$ cat config.mk
export PLATFORM = sky130hd
export DESIGN_NAME = bscac_fifo_read_sched
export DESIGN_NICKNAME = d
export VERILOG_FILES = /design/src/rtl/bscac_fifo_read_sched.sv
export SDC_FILE = /design/constraint.sdc
export NUM_CORES = 1
export LEC_CHECK = 0
export CAP_MARGIN = 0
export CORE_MARGIN = 5
export CORE_UTILIZATION = 30
export CTS_CLUSTER_SIZE = 28
export DETAILED_ROUTE_END_ITERATION = 16
export GPL_ROUTABILITY_DRIVEN = 0
export PLACE_DENSITY_LB_ADDON = 0.12
export SETUP_SLACK_MARGIN = 0.2
export SKIP_CTS_REPAIR_TIMING = 1
export SYNTH_ARGS = -nofsm -noshare
export SYNTH_HDL_FRONTEND = slang
export SYNTH_SLANG_ARGS = --single-unit
$ cat constraint.sdc
create_clock -name clk -period 7.7 [get_ports clk]
set_input_delay 1.925 -clock clk [delete_from_list [all_inputs] [get_ports clk]]
set_output_delay 1.925 -clock clk [all_outputs]
set_load 0.01 [all_outputs]
$ cat src/rtl/bscac_fifo_read_sched.sv
// bscac_fifo_read_sched: crosstalk-aware per-lane FIFO pop scheduler and encoder state register for BSCAC-N
module bscac_fifo_read_sched #(
  parameter int N = 7,
  parameter logic [N-1:0] INIT_STATE = '0,
  parameter int CNT_W = 16
) (
  input  logic                 clk,
  input  logic                 rst_n,
  input  logic                 bypass,
  input  logic [N-1:0]         fifo_empty,
  input  logic [N-1:0]         fifo_dout,
  output logic [N-1:0]         fifo_rd_en,
  output logic [N-1:0]         out_word,
  output logic                 out_valid,
  input  logic                 out_ready,
  output logic [N*CNT_W-1:0]   lock_cnt
);
  logic [N-1:0] cur, d, nxt;
  logic [N-1:1] pv, free;
  logic step;
  assign step = rst_n & ~fifo_empty[0] & (~out_valid | out_ready);
  assign d = (fifo_empty & cur) | (~fifo_empty & fifo_dout);
  assign pv = ~(cur[N-1:1] ^ {(N-1){cur[0]}});
  assign fifo_rd_en = step ? {free & ~fifo_empty[N-1:1], 1'b1} : '0;
  always_comb begin
    int p, s;
    logic up, us, u1;
    p = 1;
    s = 1;
    up = 1'b0;
    us = 1'b0;
    u1 = 1'b0;
    free = '0;
    nxt = cur;
    nxt[0] = d[0];
    for (int i = 1; i < N; i++) begin
      p = (i == 1) ? N - 1 : i - 1;
      s = (i == N - 1) ? 1 : i + 1;
      up = cur[p] == ((p < i) ? nxt[p] : d[p]);
      us = cur[s] == ((s < i) ? nxt[s] : d[s]);
      u1 = cur[1] == nxt[1];
      free[i] = bypass | ((d[0] == cur[0])
        ? (i == 1) | (cur[i] == cur[i-1]) | up
        : pv[i] | (~pv[p] & ~pv[s]) | ((i != 1) & ~pv[p] & ~up) | (pv[p] & pv[s] & up & us)
          | ((i == N - 1) & ~pv[1] & ~u1));
      nxt[i] = free[i] ? d[i] : cur[i];
    end
  end
  always_ff @(posedge clk) begin
    if (!rst_n) begin
      cur <= INIT_STATE;
      out_word <= '0;
      out_valid <= 1'b0;
      lock_cnt <= '0;
    end else if (step) begin
      cur <= nxt;
      out_word <= nxt;
      out_valid <= 1'b1;
      for (int i = 1; i < N; i++)
        if (!free[i] && !fifo_empty[i] && !(&lock_cnt[i*CNT_W +: CNT_W]))
          lock_cnt[i*CNT_W +: CNT_W] <= lock_cnt[i*CNT_W +: CNT_W] + CNT_W'(1);
    end else if (out_ready) begin
      out_valid <= 1'b0;
    end
  end
endmodule
* After elaboration in Yosys (flattened, before gate mapping) *
Index checks and enable logic that the tools add are counted.

operators by class
  add/subtract/negate cells = 6
  bitwise operators = 82
  mux-type cells = 14
  equal/unequal tests = 16
  reductions and logical operators = 44

operators by type and width
  cell                                                              number
  16-bit by 1-bit adder with 16-bit output (second input constant)  6
  16-bit AND reduction                                              6
  1-bit AND                                                         31
  1-bit bitwise OR                                                  30
  1-bit logical NOT                                                 18
  1-bit equality test                                               16
  7-bit AND                                                         2
  2-bit AND reduction                                               7
  1-bit two-way mux                                                 13
  1-bit NOT                                                         13
  1-bit logical AND                                                 12
  6-bit NOT                                                         2
  7-bit two-way mux                                                 1
  7-bit NOT                                                         1
  7-bit bitwise OR                                                  1
  6-bit AND                                                         1
  6-bit bitwise XOR                                                 1
  2-bit nonzero test                                                1

word-level totals
  output and inout bits = 127
  register bits = 104
  bits of input ports = 18
  logic and storage cells = 171

* Logic depth before layout (Yosys ltp) *
  depth after elaboration = 54
  gate-level depth with buffers = 14
  gate-level depth less buffers = 10

* Worst setup path before layout *
Ideal clock, no wire load.

  kind = in2out
  start = input port bypass
  end = output port fifo_rd_en[4]
  data required time = 5775 ps
  buffers on the path = 4
  setup slack = 1312 ps
  data arrival time = 4463 ps
  stages = 12
  path through = buf_2 or2_1 clkbuf_1 o22a_1 a41oi_1 a32oi_1 o31a_1 nor3_1 o31a_1 clkbuf_1 clkbuf_1 and2_1

on the way
  longest elaborated chain between the ends = 27
  elaborated cells on any way between the ends = 36
  those cells by class = eq/ne (3); mux (7); bitwise (26)

RTL lines
  what                            line  RTL
  start, declared                 9     input logic bypass,
  1-bit bitwise OR                42    free[i] = bypass | ((d[0] == cur[0])
  1-bit two-way mux               46    nxt[i] = free[i] ? d[i] : cur[i];
  1-bit equality test             39    up = cur[p] == ((p < i) ? nxt[p] : d[p]);
  1-bit NOT                       44    : pv[i] | (~pv[p] & ~pv[s]) | ((i != 1) & ~pv[p] & ~up) | (pv[p] & pv[s] & up & us)
  1-bit AND                       44
  1-bit bitwise OR (2 in series)  44
  1-bit two-way mux               43    ? (i == 1) | (cur[i] == cur[i-1]) | up
  1-bit bitwise OR                42
  (+9 left out)                   n/a
  1-bit equality test             39
  1-bit NOT                       44
  1-bit AND                       44
  1-bit bitwise OR (2 in series)  44
  1-bit two-way mux               43
  1-bit bitwise OR (*)            42
  6-bit AND (*)                   24    assign fifo_rd_en = step ? {free & ~fifo_empty[N-1:1], 1'b1} : '0;
  7-bit two-way mux (*)           24
  end, declared                   12    output logic [N-1:0] fifo_rd_en,

Mark *: on every way between the ends. The rest lies on a longest branch, timed or not.

* Worst setup path after layout *
  start = input port fifo_dout[0]
  end = output port fifo_rd_en[6]

on the way
  longest elaborated chain between the ends = 48
  elaborated cells on any way between the ends = 63
  those cells by class = eq/ne (6); mux (12); bitwise (45)

RTL lines
  what                            line        RTL
  start, declared                 11          input logic [N-1:0] fifo_dout,
  7-bit AND (*)                   22          assign d = (fifo_empty & cur) | (~fifo_empty & fifo_dout);
  7-bit bitwise OR (*)            22
  1-bit equality test (*)         42
  1-bit two-way mux               43
  1-bit bitwise OR                42
  1-bit two-way mux               46
  1-bit equality test             39, 40, 41
  1-bit NOT                       44, 45
  (+31 left out)                  n/a
  1-bit NOT                       44
  1-bit AND                       44
  1-bit bitwise OR (2 in series)  44
  1-bit bitwise OR                45          | ((i == N - 1) & ~pv[1] & ~u1));
  1-bit two-way mux (*)           43
  1-bit bitwise OR (*)            42
  6-bit AND (*)                   24
  7-bit two-way mux (*)           24

Marked as above.

==> impl_table.tex <==
\begin{tabular}{lr}
\hline
Metric & Value \\
\hline
\multicolumn{2}{l}{\textbf{Run status}} \\
Result of the run & completed \\
\multicolumn{2}{l}{\textbf{Die}} \\
Starting density of the core & 0.3052 \\
Placeable core region & 19460 µm² \\
Floorplan die width & 150.7 µm \\
Boundary pin count & 145 \\
Die Ht & 150.7 µm \\
Standard-cell rows & 51 \\
Die outline area & 22720 µm² \\
\multicolumn{2}{l}{\textbf{Timing}} \\
Clock skew & 9.378 ps \\
Hold violation count in the final report & 0 \\
Setup-violating endpoint count in the final report & 0 \\
Worst-margin pin slew & 1095 ps \\
Fin crit share & 0.9374 \\
Setup TNS Final & 0 ps \\
Unrepaired setup endpoints after global routing & no \\
Time the worst path needs with I/O delays and setup & 7218 ps \\
Fmax & 138.5 MHz \\
Fin Hold WS & 489.6 ps \\
Slew Limit Headroom & 0.2651 \\
Pins Over Slew Limit & 0 \\
\multicolumn{2}{l}{\textbf{Critical path}} \\
Worst reg2reg endpoint & lock\_cnt[111]\$\_SDFFE\_PN0P\_ \\
Worst Reg-to-Reg Cells & 10 \\
Maximum fanout along the worst path & 7 \\
CP Data Arrival Time & 5290 ps \\
Reg-to-Reg Start & out\_word[2]\$\_SDFFE\_PN0P\_ \\
Startpoint types & input port \\
Req. time, crit path & 5780 ps \\
Register-to-register setup slack & 3810 ps \\
Kind of capture point of the worst setup path & primary output \\
Timing startpoint of the critical path & fifo\_dout[0] \\
Type of the worst setup path & input port to primary output \\
\multicolumn{2}{l}{\textbf{Cells and area}} \\
Nets & 875 \\
Area growth from synthesis to final layout & 29.51\% \\
Final-layout fill cell count & 2004 \\
\# diodes & 0 \\
Post-route non-filler standard cell count & 1121 \\
Share of cells above drive strength 1 & 0.04907 \\
Layout Cell Area excl Fill & 7694 µm² \\
\multicolumn{2}{l}{\textbf{Placement}} \\
Input/output buffers & 128 \\
Detailed placer's ending HPWL & 12800 µm \\
Total cell area at the placement stage & 7392 µm² \\
Inst Count DP & 1105 \\
\multicolumn{2}{l}{\textbf{CTS}} \\
CTS Sinks & 104 \\
Clock Path Buffers & 2 \\
Latest clock arrival within the worst-skew pair & 360 ps \\
Number of levels the H-tree was split into & 3 \\
Number of clock buffers inserted by TritonCTS & 9 \\
CTS root buf & sky130\_fd\_sc\_hd\_\_clkbuf\_16 \\
Clock tree from TritonCTS & built \\
Clk slew on worst S/H paths & 70 ps \\
\multicolumn{2}{l}{\textbf{Global route}} \\
Met2 demand-to-capacity share in global routing & 0.2380 \\
Fraction of met1 tracks used by global routing & 0.2149 \\
Global route hottest layer & met2 \\
Antenna violations before repair & 0 \\
Leftover overflow at the end of global routing & 0 \\
Global-route met3 utilization & 0.04756 \\
Pin count of the biggest net entering global routing & 74 \\
Number of global-route vias before repair & 5192 \\
Overall fraction of global-route tracks in use & 0.1557 \\
Wire length of the first global-routing pass & 28190 µm \\
\multicolumn{2}{l}{\textbf{Drt}} \\
Detail-routed net length per standard cell & 15.68 µm \\
Routed Wire Length & 17570 µm \\
1st-iter DRT viols & 211 \\
Number of vias in the routed layout & 5496 \\
Routed via count divided by cell count & 4.903 \\
Number of routed nets with antenna violations & 0 \\
Number of iterations in the first detailed-routing pass & 4 \\
DRC violation count after routing & 0 \\
\multicolumn{2}{l}{\textbf{Synth}} \\
Count of flip-flops with a built-in enable after synthesis & 0 \\
Fraction of registers with async set/reset & 0 \\
Commonest cells post-synth & sky130\_fd\_sc\_hd\_\_dfxtp\_1, sky130\_fd\_sc\_hd\_\_nor2\_1, sky130\_fd\_sc\_hd\_\_nand2\_1, sky130\_fd\_sc\_hd\_\_xnor2\_1, sky130\_fd\_sc\_hd\_\_nand3\_1 \\
Most frequent cell after synthesis & sky130\_fd\_sc\_hd\_\_dfxtp\_1 \\
Number of instances in the synthesized netlist & 742 \\
Area fraction of the dominant cell type after synthesis & 0.3505 \\
Total standard cell area after synthesis & 5941 µm² \\
Count of different cell masters after synthesis & 71 \\
Largest area contributor in the synthesized netlist & sky130\_fd\_sc\_hd\_\_dfxtp\_1 \\
Most used DFF post-synth & sky130\_fd\_sc\_hd\_\_dfxtp\_1 \\
Total number of yosys warnings & 0 \\
Seq/Total Area, Yosys & 0.3505 \\
Post-synthesis average cell area & 8.006 µm² \\
\#FFs+latches synth & 104 \\
Area contributors post-synth & sky130\_fd\_sc\_hd\_\_dfxtp\_1, sky130\_fd\_sc\_hd\_\_xnor2\_1, sky130\_fd\_sc\_hd\_\_nor2\_1 \\
\multicolumn{2}{l}{\textbf{Power and ir drop}} \\
Cell leakage power & 2.547 nW \\
PD cells & 143.9 nW/µm² \\
Power after layout & 0.001107 W \\
Maximum ir drop on the vdd rail & 0.00009566 V \\
\multicolumn{2}{l}{\textbf{Run}} \\
Max cap viols & 0 \\
\multicolumn{2}{l}{\textbf{Min path}} \\
Type of the worst min-delay path & flip-flop to flip-flop \\
Hold Path Depth & 2 \\
Critical hold path startpoint & lock\_cnt[108]\$\_SDFFE\_PN0P\_ \\
Sink of the worst hold path & lock\_cnt[108]\$\_SDFFE\_PN0P\_ \\
\hline
\end{tabular}
==> worst max-delay path by stage <==
stage / end / depth (start not counted) / slack [ps]
2_1_floorplan: fifo_rd_en[4] / 12 / 1310
3_3_place_gp: fifo_rd_en[6] / 11 / 580
3_5_place_dp: fifo_rd_en[6] / 11 / 490
4_1_cts: fifo_rd_en[6] / 11 / 460
5_1_grt: fifo_rd_en[6] / 11 / 250
6_report: fifo_rd_en[6] / 11 / 480
==> layer usage <==
layer | wire [µm] | vias up
met3 | 1045 | 14
met4 | 216 | 0
met5 | 0 | -
li1 | - | 2818
met1 | 8243 | 2558
met2 | 8067 | 106
==> report_power, final <==
part | internal [W] | switching (W)
registers | 0.000539 | 0.00000759
clock network | 0.000227 | 0.000232
logic | 0.0000402 | 0.0000607
total | 0.000807 | 0.000300
==> cell type report <==
class,count,area (µm²),share of cell area
clock buffer,9,225.2,0.02927
sequential,104,2082,0.2706
clock inverter,7,62.56,0.008131
multi-input combinational,581,3580,0.4653
inverter,19,71.32,0.009270
timing repair buffer,136,1341,0.1743
tap,265,331.6,0.04310
==> cells by family (layout without fill, tap and decap cells) <==
group | count (synthesis) | in the layout | share of synthesized area
AND/OR/NAND/NOR | 347 | 347 | 0.2949
AO/OA/AOI/OAI | 123 | 123 | 0.1472
flip-flops | 104 | 104 | 0.3505
XOR/XNOR | 75 | 75 | 0.1106
buffers and inverters | 72 | 171 | 0.06002
multiplexers | 14 | 14 | 0.02359
adder cells (fa/ha/maj) | 6 | 6 | 0.01264
other | 1 | 16 | 0.0006312
==> state kept, by name, summed over array words and instances (netlist names) <==
register / count
lock_cnt: 96
out_word: 7
out_valid: 1
==> metrics by stage <==
stage                 util  setup slack (ps)
finish              0.3953             482.2
detailed placement  0.3798             493.7
global placement    0.3798             583.8
CTS                 0.3946             459.8
global route        0.3953             253.7
floorplan                -              1312
==> critical path, cell delays in order <==
cell and delay (ps):
sky130_fd_sc_hd__clkdlybuf4s50_1 550, sky130_fd_sc_hd__nand2b_1 270, sky130_fd_sc_hd__o22a_1 280, sky130_fd_sc_hd__a211oi_4 300
sky130_fd_sc_hd__o31ai_1 160, sky130_fd_sc_hd__a311o_1 380, sky130_fd_sc_hd__o21bai_1 200, sky130_fd_sc_hd__a211oi_2 250
sky130_fd_sc_hd__nor2_1 90, sky130_fd_sc_hd__nor3_1 270, sky130_fd_sc_hd__clkdlybuf4s50_1 610
==> cell usage in the layout, fill, tap and decap left out, types with 6 or more instances in the layout <==
cell	n
sky130_fd_sc_hd__nand3_1	35
sky130_fd_sc_hd__nor4_1	12
sky130_fd_sc_hd__inv_1	18
sky130_fd_sc_hd__or3_1	12
sky130_fd_sc_hd__nor2_1	101
sky130_fd_sc_hd__dfxtp_1	104
sky130_fd_sc_hd__o31ai_1	10
sky130_fd_sc_hd__ha_1	6
sky130_fd_sc_hd__conb_1	16
sky130_fd_sc_hd__o211ai_1	6
sky130_fd_sc_hd__xnor2_1	48
sky130_fd_sc_hd__clkbuf_16	9
sky130_fd_sc_hd__nand4_1	21
sky130_fd_sc_hd__buf_4	8
sky130_fd_sc_hd__nor2b_1	7
sky130_fd_sc_hd__nand2_1	62
sky130_fd_sc_hd__xor2_1	27
sky130_fd_sc_hd__or4_1	10
sky130_fd_sc_hd__mux2i_1	14
sky130_fd_sc_hd__and2_1	10
sky130_fd_sc_hd__a21oi_1	29
sky130_fd_sc_hd__and3_1	17
sky130_fd_sc_hd__nor3_1	25
sky130_fd_sc_hd__o21ai_0	22
sky130_fd_sc_hd__clkdlybuf4s50_1	128
sky130_fd_sc_hd__nand2b_1	11
(Power assumes the default switching activity.)
